File: config.mk
export PLATFORM = sky130hd
export DESIGN_NAME = key_event
export DESIGN_NICKNAME = d
export VERILOG_FILES = /design/src/rtl/key_event.sv
export SDC_FILE = /design/constraint.sdc
export NUM_CORES = 1
export LEC_CHECK = 0
export ABC_CLOCK_PERIOD_IN_PS = 4550
export CELL_PAD_IN_SITES_DETAIL_PLACEMENT = 0
export CELL_PAD_IN_SITES_GLOBAL_PLACEMENT = 1
export CORE_MARGIN = 1
export CORE_UTILIZATION = 45
export CTS_CLUSTER_SIZE = 8
export DETAILED_ROUTE_END_ITERATION = 7
export PLACE_DENSITY_LB_ADDON = 0.12
export SYNTH_ARGS = -nofsm -noshare
export SYNTH_HDL_FRONTEND = slang
export SYNTH_SLANG_ARGS = --single-unit
export TNS_END_PERCENT = 50
File: constraint.sdc
create_clock -name clk -period 4.55 [get_ports clk]
set_input_delay 0.91 -clock clk [delete_from_list [all_inputs] [get_ports clk]]
set_output_delay 0.91 -clock clk [all_outputs]
set_load 0.01 [all_outputs]
File: src/rtl/key_event.sv
// key_event
// Classifies clean single-key presses on four debounced, active-low key
// levels as short or long, measured from press to release. Events go into a
// first-word-fall-through FIFO and are handed out over a valid/ready
// handshake. Chords and key swaps are discarded until all keys are released.
//
// Ports:
//   clk        system clock
//   rst        synchronous active-high reset
//   key_lvl    debounced key levels, active-low (1 = released)
//   evt_valid  FIFO non-empty, head event presented
//   evt_ready  consumer accepts head event when evt_valid=1
//   evt_key    head event key index (bit of key_lvl)
//   evt_long   head event is a long press
//   evt_ovf    sticky: an event was dropped on a full FIFO
//   busy       a valid single-key press is being timed
//
// state    | meaning
// IDLE     | all keys released, waiting for a press
// HELD     | exactly one key down, hold length being counted
// WAIT_REL | chord/swap seen (or just out of reset), wait for all released
module key_event #(
  parameter int LONG_CYC = 12_000_000,
  parameter int DEPTH    = 4
) (
  input  logic       clk,
  input  logic       rst,
  input  logic [3:0] key_lvl,
  output logic       evt_valid,
  input  logic       evt_ready,
  output logic [1:0] evt_key,
  output logic       evt_long,
  output logic       evt_ovf,
  output logic       busy
);

  localparam int CW = $clog2(LONG_CYC + 1);
  localparam int AW = $clog2(DEPTH);
  localparam logic [CW-1:0] LONG_TC = CW'(LONG_CYC);

  typedef enum logic [1:0] {IDLE, HELD, WAIT_REL} state_t;

  state_t        state_q, state_nxt;
  logic [CW-1:0] cnt_q, cnt_nxt;
  logic [1:0]    key_q, key_nxt;
  logic          push;
  logic          single_low;
  logic [1:0]    single_idx;
  logic [3:0]    held_pat;

  always_comb begin
    single_low = 1'b1;
    single_idx = 2'd0;
    case (key_lvl)
      4'b1110: single_idx = 2'd0;
      4'b1101: single_idx = 2'd1;
      4'b1011: single_idx = 2'd2;
      4'b0111: single_idx = 2'd3;
      default: single_low = 1'b0;
    endcase
  end

  assign held_pat = ~(4'b0001 << key_q);

  always_ff @(posedge clk) begin
    if (rst) begin
      state_q <= WAIT_REL;
      cnt_q   <= '0;
      key_q   <= 2'd0;
    end else begin
      state_q <= state_nxt;
      cnt_q   <= cnt_nxt;
      key_q   <= key_nxt;
    end
  end

  always_comb begin
    state_nxt = state_q;
    cnt_nxt   = cnt_q;
    key_nxt   = key_q;
    push      = 1'b0;
    case (state_q)
      IDLE: begin
        if (key_lvl != 4'hF) begin
          if (single_low) begin
            key_nxt   = single_idx;
            cnt_nxt   = CW'(1);
            state_nxt = HELD;
          end else begin
            state_nxt = WAIT_REL;
          end
        end
      end
      HELD: begin
        if (key_lvl == held_pat) begin
          // saturate so very long holds cannot wrap back to "short"
          if (cnt_q < LONG_TC) cnt_nxt = cnt_q + CW'(1);
        end else if (key_lvl == 4'hF) begin
          push      = 1'b1;
          state_nxt = IDLE;
        end else begin
          state_nxt = WAIT_REL;
        end
      end
      WAIT_REL: begin
        if (key_lvl == 4'hF) state_nxt = IDLE;
      end
      default: state_nxt = WAIT_REL;
    endcase
  end

  assign busy = (state_q == HELD);

  // event FIFO: entry = {long, key}; pointers carry an extra wrap bit
  logic [2:0]  mem [DEPTH];
  logic [AW:0] wr_ptr, rd_ptr;
  logic        empty, full, pop, do_push;
  logic [2:0]  push_data;

  assign empty     = (wr_ptr == rd_ptr);
  assign full      = (wr_ptr[AW] != rd_ptr[AW]) &&
                     (wr_ptr[AW-1:0] == rd_ptr[AW-1:0]);
  assign pop       = evt_valid && evt_ready;
  // a pop in the same cycle frees the slot, so a full FIFO still accepts
  assign do_push   = push && (!full || pop);
  assign push_data = {(cnt_q >= LONG_TC), key_q};

  always_ff @(posedge clk) begin
    if (rst) begin
      wr_ptr  <= '0;
      rd_ptr  <= '0;
      evt_ovf <= 1'b0;
    end else begin
      if (do_push) wr_ptr <= wr_ptr + {{AW{1'b0}}, 1'b1};
      if (pop)     rd_ptr <= rd_ptr + {{AW{1'b0}}, 1'b1};
      if (push && full && !pop) evt_ovf <= 1'b1;
    end
  end

  always_ff @(posedge clk) begin
    if (do_push) mem[wr_ptr[AW-1:0]] <= push_data;
  end

  assign evt_valid = !empty;
  assign evt_key   = mem[rd_ptr[AW-1:0]][1:0];
  assign evt_long  = mem[rd_ptr[AW-1:0]][2];

endmodule

# Word level (Yosys, flattened, before mapping)
# Memory sizes are Yosys's and may differ from the RTL's. A register that Yosys moved wholly into a read port is not among the register bits.
# Cells that the tools add are included.
[classes] bitwise_logic=1 n_eq_ne=18 order_cmp=2 n_reduce_logical=15 n_mux=20 n_shift=1 add_sub_neg=3
[op_table] cell="24-bit 2-to-1 mux" n=4
[op_table] cell="24-bit one-hot mux with 2 select lines" n=1
[op_table] cell="24-bit by 1-bit adder with 24-bit output, second input constant" n=1
[op_table] cell="24-bit greater-or-equal comparator, second input constant" n=1
[op_table] cell="24-bit < comparator, second input constant" n=1
[op_table] cell="4-bit == test, second input constant" n=4
[op_table] cell="2-bit 2-to-1 mux" n=7
[op_table] cell="2-bit one-hot mux with 3 select lines" n=2
[op_table] cell="2-bit != test, second input constant" n=4
[op_table] cell="3-bit by 1-bit adder with 3-bit output, second input constant" n=2
[op_table] cell="1-bit 2-to-1 mux" n=6
[op_table] cell="3-bit AND reduction" n=2
[op_table] cell="1-bit logical AND" n=5
[op_table] cell="5-bit AND reduction" n=1
[op_table] cell="4-bit by 3-bit == test with 1-bit output, second input constant" n=1
[op_table] cell="4-bit == test" n=1
[op_table] cell="2-bit by 1-bit != test with 1-bit output, second input constant" n=2
[op_table] cell="4-bit != test, second input constant" n=1
[op_table] cell="4-bit inverter" n=1
[op_table] cell="4-bit OR reduction" n=1
[op_table] cell="1-bit by 2-bit << shifter with 4-bit output, first input constant" n=1
[op_table] cell="3-bit == test" n=1
[op_table] cell="1-bit logical NOT" n=3
[op_table] cell="2-bit by 1-bit == test with 1-bit output, second input constant" n=1
[op_table] cell="other kinds (6)" n=6
[word_totals] wordCells=67 reg_bits=35 output_inout_bits=6 mem_bits_rw=12 memories=1
[memory_table] memory="mem" depth=4 word_bits=3 read_ports=1 rd_ports_with_merged_regs=1 wr=1 line_no="115" text="logic [2:0] mem [DEPTH];"

# Depth between registers and ports, before layout
# Gate-level depths: netlist (run 1).
[logic_depth] ltp_word=8 mapped_depth=9 mapped_depth_nobuf=7

# Least setup slack after synthesis (run 1)
# Ideal clock, no wire load.
[synth_timing] path_type="input -> register" start="in key_lvl[2]" end="reg cnt_q[13]" setup_slack_ns=2.261 required_time_ns=4.427 cell_stages=9 t_arrival_ns=2.166 setup_ns=0.123 cell_sequence="buf_4 nand4_4 nor3b_4 nand2_4 and3_1 buf_6 buf_6 o21ai_1 o31ai_1"
[synth_via] elab_chain_cells=5 elab_cells_between_ends=12
[synth_lines] item="start: declaration" line_no="28" text="input logic [3:0] key_lvl,"
[synth_lines] item="4-bit by 3-bit == test with 1-bit output / 4-bit == test (equally long branches)" line_no="54" text="case (key_lvl)"
[synth_lines] item="4-bit OR reduction (no source line)"
[synth_lines] item="1-bit 2-to-1 mux" line_no="54"
[synth_lines] item="2-bit != test (no source line)"
[synth_lines] item="5-bit AND reduction (no source line) *"
[synth_lines] item="end signal: assignment" line_no="72" text="cnt_q <= cnt_nxt;"
[synth_lines] item="end: declaration" line_no="44" text="logic [CW-1:0] cnt_q, cnt_nxt;"
# Every way passes the cells marked *; elsewhere a longest branch is shown, timed or not.
# A chain may end at the register's enable or synchronous reset.

# Worst setup path in the final report (run 1)
[layout_timing] start="in key_lvl[3]" end="reg cnt_q[2]"
# The elaborated chain is that of the path after synthesis.

==> results of run 1 <==
==> sequential cells by signal (all words and copies together) (netlist names), named ones only <==
name and cells:
cnt_q 24, mem 12, rd_ptr 3, wr_ptr 3, key_q 2, state_q 2
evt_ovf 1
==> Yosys cell counts (all sizes together) (2+ instances only) <==
| cell type | n |
|---|---|
| a211oi | 2 |
| a21boi | 2 |
| a21oi | 14 |
| a31oi | 5 |
| a41oi | 3 |
| and2 | 13 |
| and3 | 8 |
| buf | 8 |
| clkbuf | 4 |
| dfxtp | 37 |
| edfxtp | 12 |
| ha | 7 |
| inv | 10 |
| mux2i | 3 |
| mux4 | 3 |
| nand2 | 22 |
| nand2b | 3 |
| nand3 | 21 |
| nand3b | 2 |
| nand4 | 11 |
| nand4b | 2 |
| nor2 | 21 |
| nor3 | 6 |
| o211ai | 2 |
| o21ai | 30 |
| o31ai | 4 |
| o41ai | 3 |
| or3 | 2 |
| xnor2 | 5 |
| xor2 | 4 |
==> routing by layer <==
| metal | up-vias | routed length, um | track usage | part of all wire |
|---|---|---|---|---|
| li1 | 1050 | - | - | - |
| met3 | 4 | 166 | 0.0345 | 0.032 |
| met5 | - | 0 | 0 | 0 |
| met2 | 38 | 2340 | 0.282 | 0.45 |
| met1 | 957 | 2660 | 0.253 | 0.51 |
| met4 | 0 | 50 | 0.0582 | 0.0096 |
==> placed cells by master, fill, tap and decap left out, drive strengths merged, types with 4 or more instances in the layout <==
cell type      synthesis  final
inv                   10     10
xnor2                  5      5
a21oi                 14     14
dfxtp                 37     37
clkdlybuf4s50          0     12
edfxtp                12     12
and3                   8      8
clkbuf                 4      5
nor2                  21     21
nor3                   6      6
o21ai                 30     30
xor2                   4      4
ha                     7      7
a31oi                  5      5
o31ai                  4      4
nand2                 22     22
nand4                 11     11
and2                  13     13
nand3                 21     21
==> metrics by stage <==
stage / util / power (mW) / hold WS, ps / instances / area [sq um]
floorplan: - / 0.475 / 431 / 282 / 2660
global placement: 0.496 / 0.478 / 453 / 354 / 2780
detailed placement: 0.496 / 0.478 / 455 / 354 / 2780
CTS: 0.516 / 0.795 / 473 / 362 / 2900
global route: 0.516 / 0.813 / 500 / 362 / 2900
finish: 0.516 / 0.788 / 466 / 362 / 2900
==> area by class of cell <==
class / instances / area (sq um) / share of cell area
tap: 72 / 90.1 / 0.0311
multi-input combinational: 211 / 1430 / 0.494
clock inverter: 3 / 46.3 / 0.0160
sequential: 49 / 1100 / 0.380
timing repair buffer: 12 / 120 / 0.0415
clock buffer: 5 / 68.8 / 0.0238
inverter: 10 / 37.5 / 0.0130
==> cells by family after synthesis <==
group	synth area share
xor gates and xnor gates	0.0296
muxes	0.0367
buffers and inverters	0.0475
DFF	0.414
AOI/OAI and AO/OA	0.183
adders and majority gates	0.0329
and+or+nand+nor	0.256
==> final timing paths <==
| path | start | endpoint | slack [ps] |
|---|---|---|---|
| setup / recovery | key_lvl[3] | cnt_q[2]$_SDFFE_PP0P_ | 1620 |
| hold / removal | cnt_q[7]$_SDFFE_PP0P_ | cnt_q[7]$_SDFFE_PP0P_ | 470 |
| setup reg to reg | cnt_q[13]$_SDFFE_PP0P_ | cnt_q[12]$_SDFFE_PP0P_ | 2270 |
| hold reg to reg | cnt_q[7]$_SDFFE_PP0P_ | cnt_q[7]$_SDFFE_PP0P_ | 470 |
==> power groups by stage <==
stage          registers [mW]  logic, mW  clock network [mW]
6_report                0.443     0.0246               0.320
5_1_grt                 0.444     0.0269               0.342
4_1_cts                 0.443     0.0248               0.327
3_5_place_dp            0.454     0.0247                   0
3_3_place_gp            0.454     0.0247                   0
2_1_floorplan           0.454     0.0216                   0
==> impl_metrics.yaml, run 1 <==
clock_tree:
  hold_buffers: 0
  cts_buffers: 5
  clock-root-buffer: "clkbuf_8"
  cts.sinks: 49
  clk_latency_ps: 310
  cts_tree: "done"
  h-tree-depth: 2
  cts_resized: 0
  postCtsSetupRepairBufs: 0
  path_clk_slew_ps: 90
  clockBufferDepth: 2
global_routing:
  grt_max_degree: 28
  grt_pass1_vias: 1846
  grtUsageTotal: 0.181
  grt_antenna_before_repair: 0
  grt-ovfl-total: 0
  grt_pass1_wl_um: 8820
worst_hold_path:
  hold_class: "reg2reg"
  hold_depth: 1
critical_path:
  slowest_delay_ps: 700
  start_kind: "primary input"
  critical_path_arrival_ps: 3160
  r2r_cells: 7
  cp_cell_sequence: "clkdlybuf4s50_1 -> xnor2_1 -> nor2_1 -> o21ai_4 -> and3_1 -> o21ai_0 -> o31ai_1"
  cp_num_cells: 7
  cp_slowest_cell: "clkdlybuf4s50_1"
  path_class: "in2reg"
  cp.required_ps: 4780
  cp_top_family: "simple AND/OR/NAND/NOR gates"
  crit_path_end_kind: "flop"
  crit_path_max_fanout: 19
  path_buf_inv: 1
floorplanning:
  die_width_um: 78.9
  rows: 27
  die_area_sq_um: 6220
  pin_count: 13
  core_sq_um: 5610
  die_h_um: 78.9
  initial_utilization: 0.474
final_layout:
  area_growth_pct: 8.89
  nFillCells: 579
  nNetsFinal: 303
  final_layout_size_suffix_gt1_frac: 0.0931
  antenna_cells: 0
timing:
  worst_pin_slew_ps: 711
  rsz0062_at_grt: "no"
  setup_ws_ps: 1620
  min_period_ps: 2930
  setup_viol: 0
  skew_ps: 3.56
  tns_ps: 0
  final_hold_viol_count: 0
  period_share: 0.644
  relSlewSlack: 0.526
  slew_violations: 0
  timing.fmax_ghz: 0.341
synthesis:
  async_flop_share: 0
  synthTopCellsByArea: "dfxtp_1 28%, edfxtp_1 14%, o21ai_0 4.1%"
  synth_top_area_frac: 0.279
  syn_nets: 296
  ys.flop_type: "dfxtp_1"
  syn_inst: 282
  yosysSeqAreaShare: 0.414
  synth_warnings: 0
  synth_largest_area_cell: "dfxtp_1"
  synth_area_sq_um: 2660
  synth.distinct_cells: 58
  synth-edff-count: 12
  ys_ff_latch: 49
  syn-mean-instance-area_sq_um: 9.43
pwr:
  intPower_uw: 617
  swShare: 0.216
  p_sw_uw: 170
  p_per_area_nw_per_um2: 272
  p_leak_nw: 0.971
  ir_drop_uv: 156
  pwr-share-seq: 0.563
  power_frac_comb: 0.031
  clockPowerShare: 0.406
placed_design:
  detailedPlace.worstSlack_ps: 1300
  portBuffers: 12
  hpwlAfterDp_um: 3650
  place_congestion: 0.802
status:
  status: "completed"
drt:
  ant_nets: 0
  drt_pass1_iterations: 4
  wl_um: 5220
  wl_per_cell_um: 14.4
  drtIter0Drc: 115
  vias_per_cell: 5.66
  num_vias: 2049
  drc: 0
job:
  drv_cap: 0
(Power assumes the default switching activity.)
==> inputs of run 2 (changes only) <==
ABC_CLOCK_PERIOD_IN_PS = 2400   (was 4550)
CORE_UTILIZATION = 42   (was 45)
clock period = 2.4 ns   (was 4.55 ns; I/O delays follow)
==> impl_metrics.yaml, run 2 (synthesized netlist as in run 1, its figures left out) <==
drt:
  drc: 0
  drtIter0Drc: 62
  num_vias: 2070
  wl_um: 5280
  drt_pass1_iterations: 4
  ant_nets: 0
  vias_per_cell: 5.38
  wl_per_cell_um: 13.7
final_layout:
  largest-register: "cnt_q"
  final_cell_mix: "37 x dfxtp_1, 22 x o21ai_0, 21 x nand2_1"
  ff_latch_area_sq_um: 1100
  largest_reg_flops: 24
  nNetsFinal: 323
  area_growth_pct: 14.5
  nFillCells: 607
  stdcell_count: 385
  final_common_cell: "dfxtp_1"
  antenna_cells: 0
  final_layout_size_suffix_gt1_frac: 0.152
  multi_input_area_sq_um: 1430
global_routing:
  gr-usage-met3: 0.0367
  grt_pass1_wl_um: 9070
  grt_use_met2: 0.275
  grtUsageTotal: 0.179
  grt-ovfl-total: 0
  grt_antenna_before_repair: 0
  grt_pass1_vias: 1923
  busiest_layer: "met2"
  grt_util_met1: 0.249
  grt_max_degree: 20
placed_design:
  place_congestion: 0.770
  dp.cells: 377
  hpwlAfterDp_um: 3930
  portBuffers: 12
critical_path:
  start_kind: "flop"
  critical_path_arrival_ps: 1740
  worstReg2RegStart: "cnt_q[2]$_SDFFE_PP0P_"
  crit_path_max_fanout: 3
  slowest_delay_ps: 510
  cp_cell_sequence: "mux4_2 -> clkdlybuf4s50_1"
  path_class: "reg2out"
  cp_slowest_cell: "mux4_2"
  r2r_cells: 6
  r2r-end: "cnt_q[21]$_SDFFE_PP0P_"
  rrSetupSlack_ps: 520
  crit_path_end_kind: "output pin"
  cp.required_ps: 1920
timing:
  final_hold_viol_count: 0
  period_share: 0.924
  relSlewSlack: 0.719
  slew_violations: 0
  worst_pin_slew_ps: 417
  setup_viol: 0
  rsz0062_at_grt: "no"
  tns_ps: 0
  timing.fmax_ghz: 0.451
  min_period_ps: 2220
  skew_ps: 4.75
floorplanning:
  die_area_sq_um: 6650
  die_width_um: 81.6
  die_h_um: 81.6
  initial_utilization: 0.441
  pin_count: 13
  core_sq_um: 6030
  rows: 28
clock_tree:
  path_clk_slew_ps: 100
  hold_buffers: 0
  clockBufferDepth: 2
  cts_tree: "done"
  clock-root-buffer: "clkbuf_8"
  postCtsSetupRepairBufs: 0
  h-tree-depth: 2
  cts.sinks: 49
  cts_buffers: 5
  clk_latency_ps: 310
  cts_resized: 0
worst_hold_path:
  hold_class: "reg2reg"
  min_to: "cnt_q[7]$_SDFFE_PP0P_"
  hp-start: "cnt_q[7]$_SDFFE_PP0P_"
  hold_depth: 1
pwr:
  p_per_area_nw_per_um2: 471
  p_leak_nw: 1.07
  ir_drop_uv: 247
job:
  drv_cap: 0
status:
  status: "completed"
run 2: routing by layer:
metal,vias to the layer above,wire [um]
li1,1088,-
met1,950,2820
met2,25,2250
met3,7,135
met4,0,76
met5,-,0
run 2: worst max-delay path by stage:
stage	end	slack, ps	depth (start not counted)
after global routing	evt_long	70	2
after floorplan	cnt_q[13]$_SDFFE_PP0P_	540	9
after CTS	evt_key[0]	150	2
after detailed placement	cnt_q[14]$_SDFFE_PP0P_	-8	7
after global placement	cnt_q[19]$_SDFFE_PP0P_	20	9
final	evt_key[0]	180	2
run 2: through the flow:
stage	hold WS, ps	instance area, sq um	setup WS, ps	total power [mW]	util
2_1_floorplan	431	2660	541	0.901	-
3_3_place_gp	450	2950	19.2	0.919	0.489
3_5_place_dp	459	2950	-8.39	0.920	0.489
4_1_cts	480	3040	150	1.45	0.505
5_1_grt	509	3040	65.9	1.49	0.505
6_report	477	3040	182	1.44	0.505
run 2: power by group:
group	total [mW]	switching, mW	internal (mW)
registers	0.841	0.000384	0.840
clock network	0.535	0.316	0.219
logic	0.0595	0.0321	0.0274
run 2: area by class of cell:
cell class | count | share of cell area
inverter | 10 | 0.0123
timing repair buffer | 32 | 0.0929
clock inverter | 3 | 0.00945
multi-input combinational | 211 | 0.470
clock buffer | 5 | 0.0226
sequential | 49 | 0.362
tap | 75 | 0.0308
run 2: worst max-delay path, delay by kind of cell (launching register included):
family | cells | cell delay (ps)
buf+inv | 1 | 480
flops | 1 | 430
mux | 1 | 510
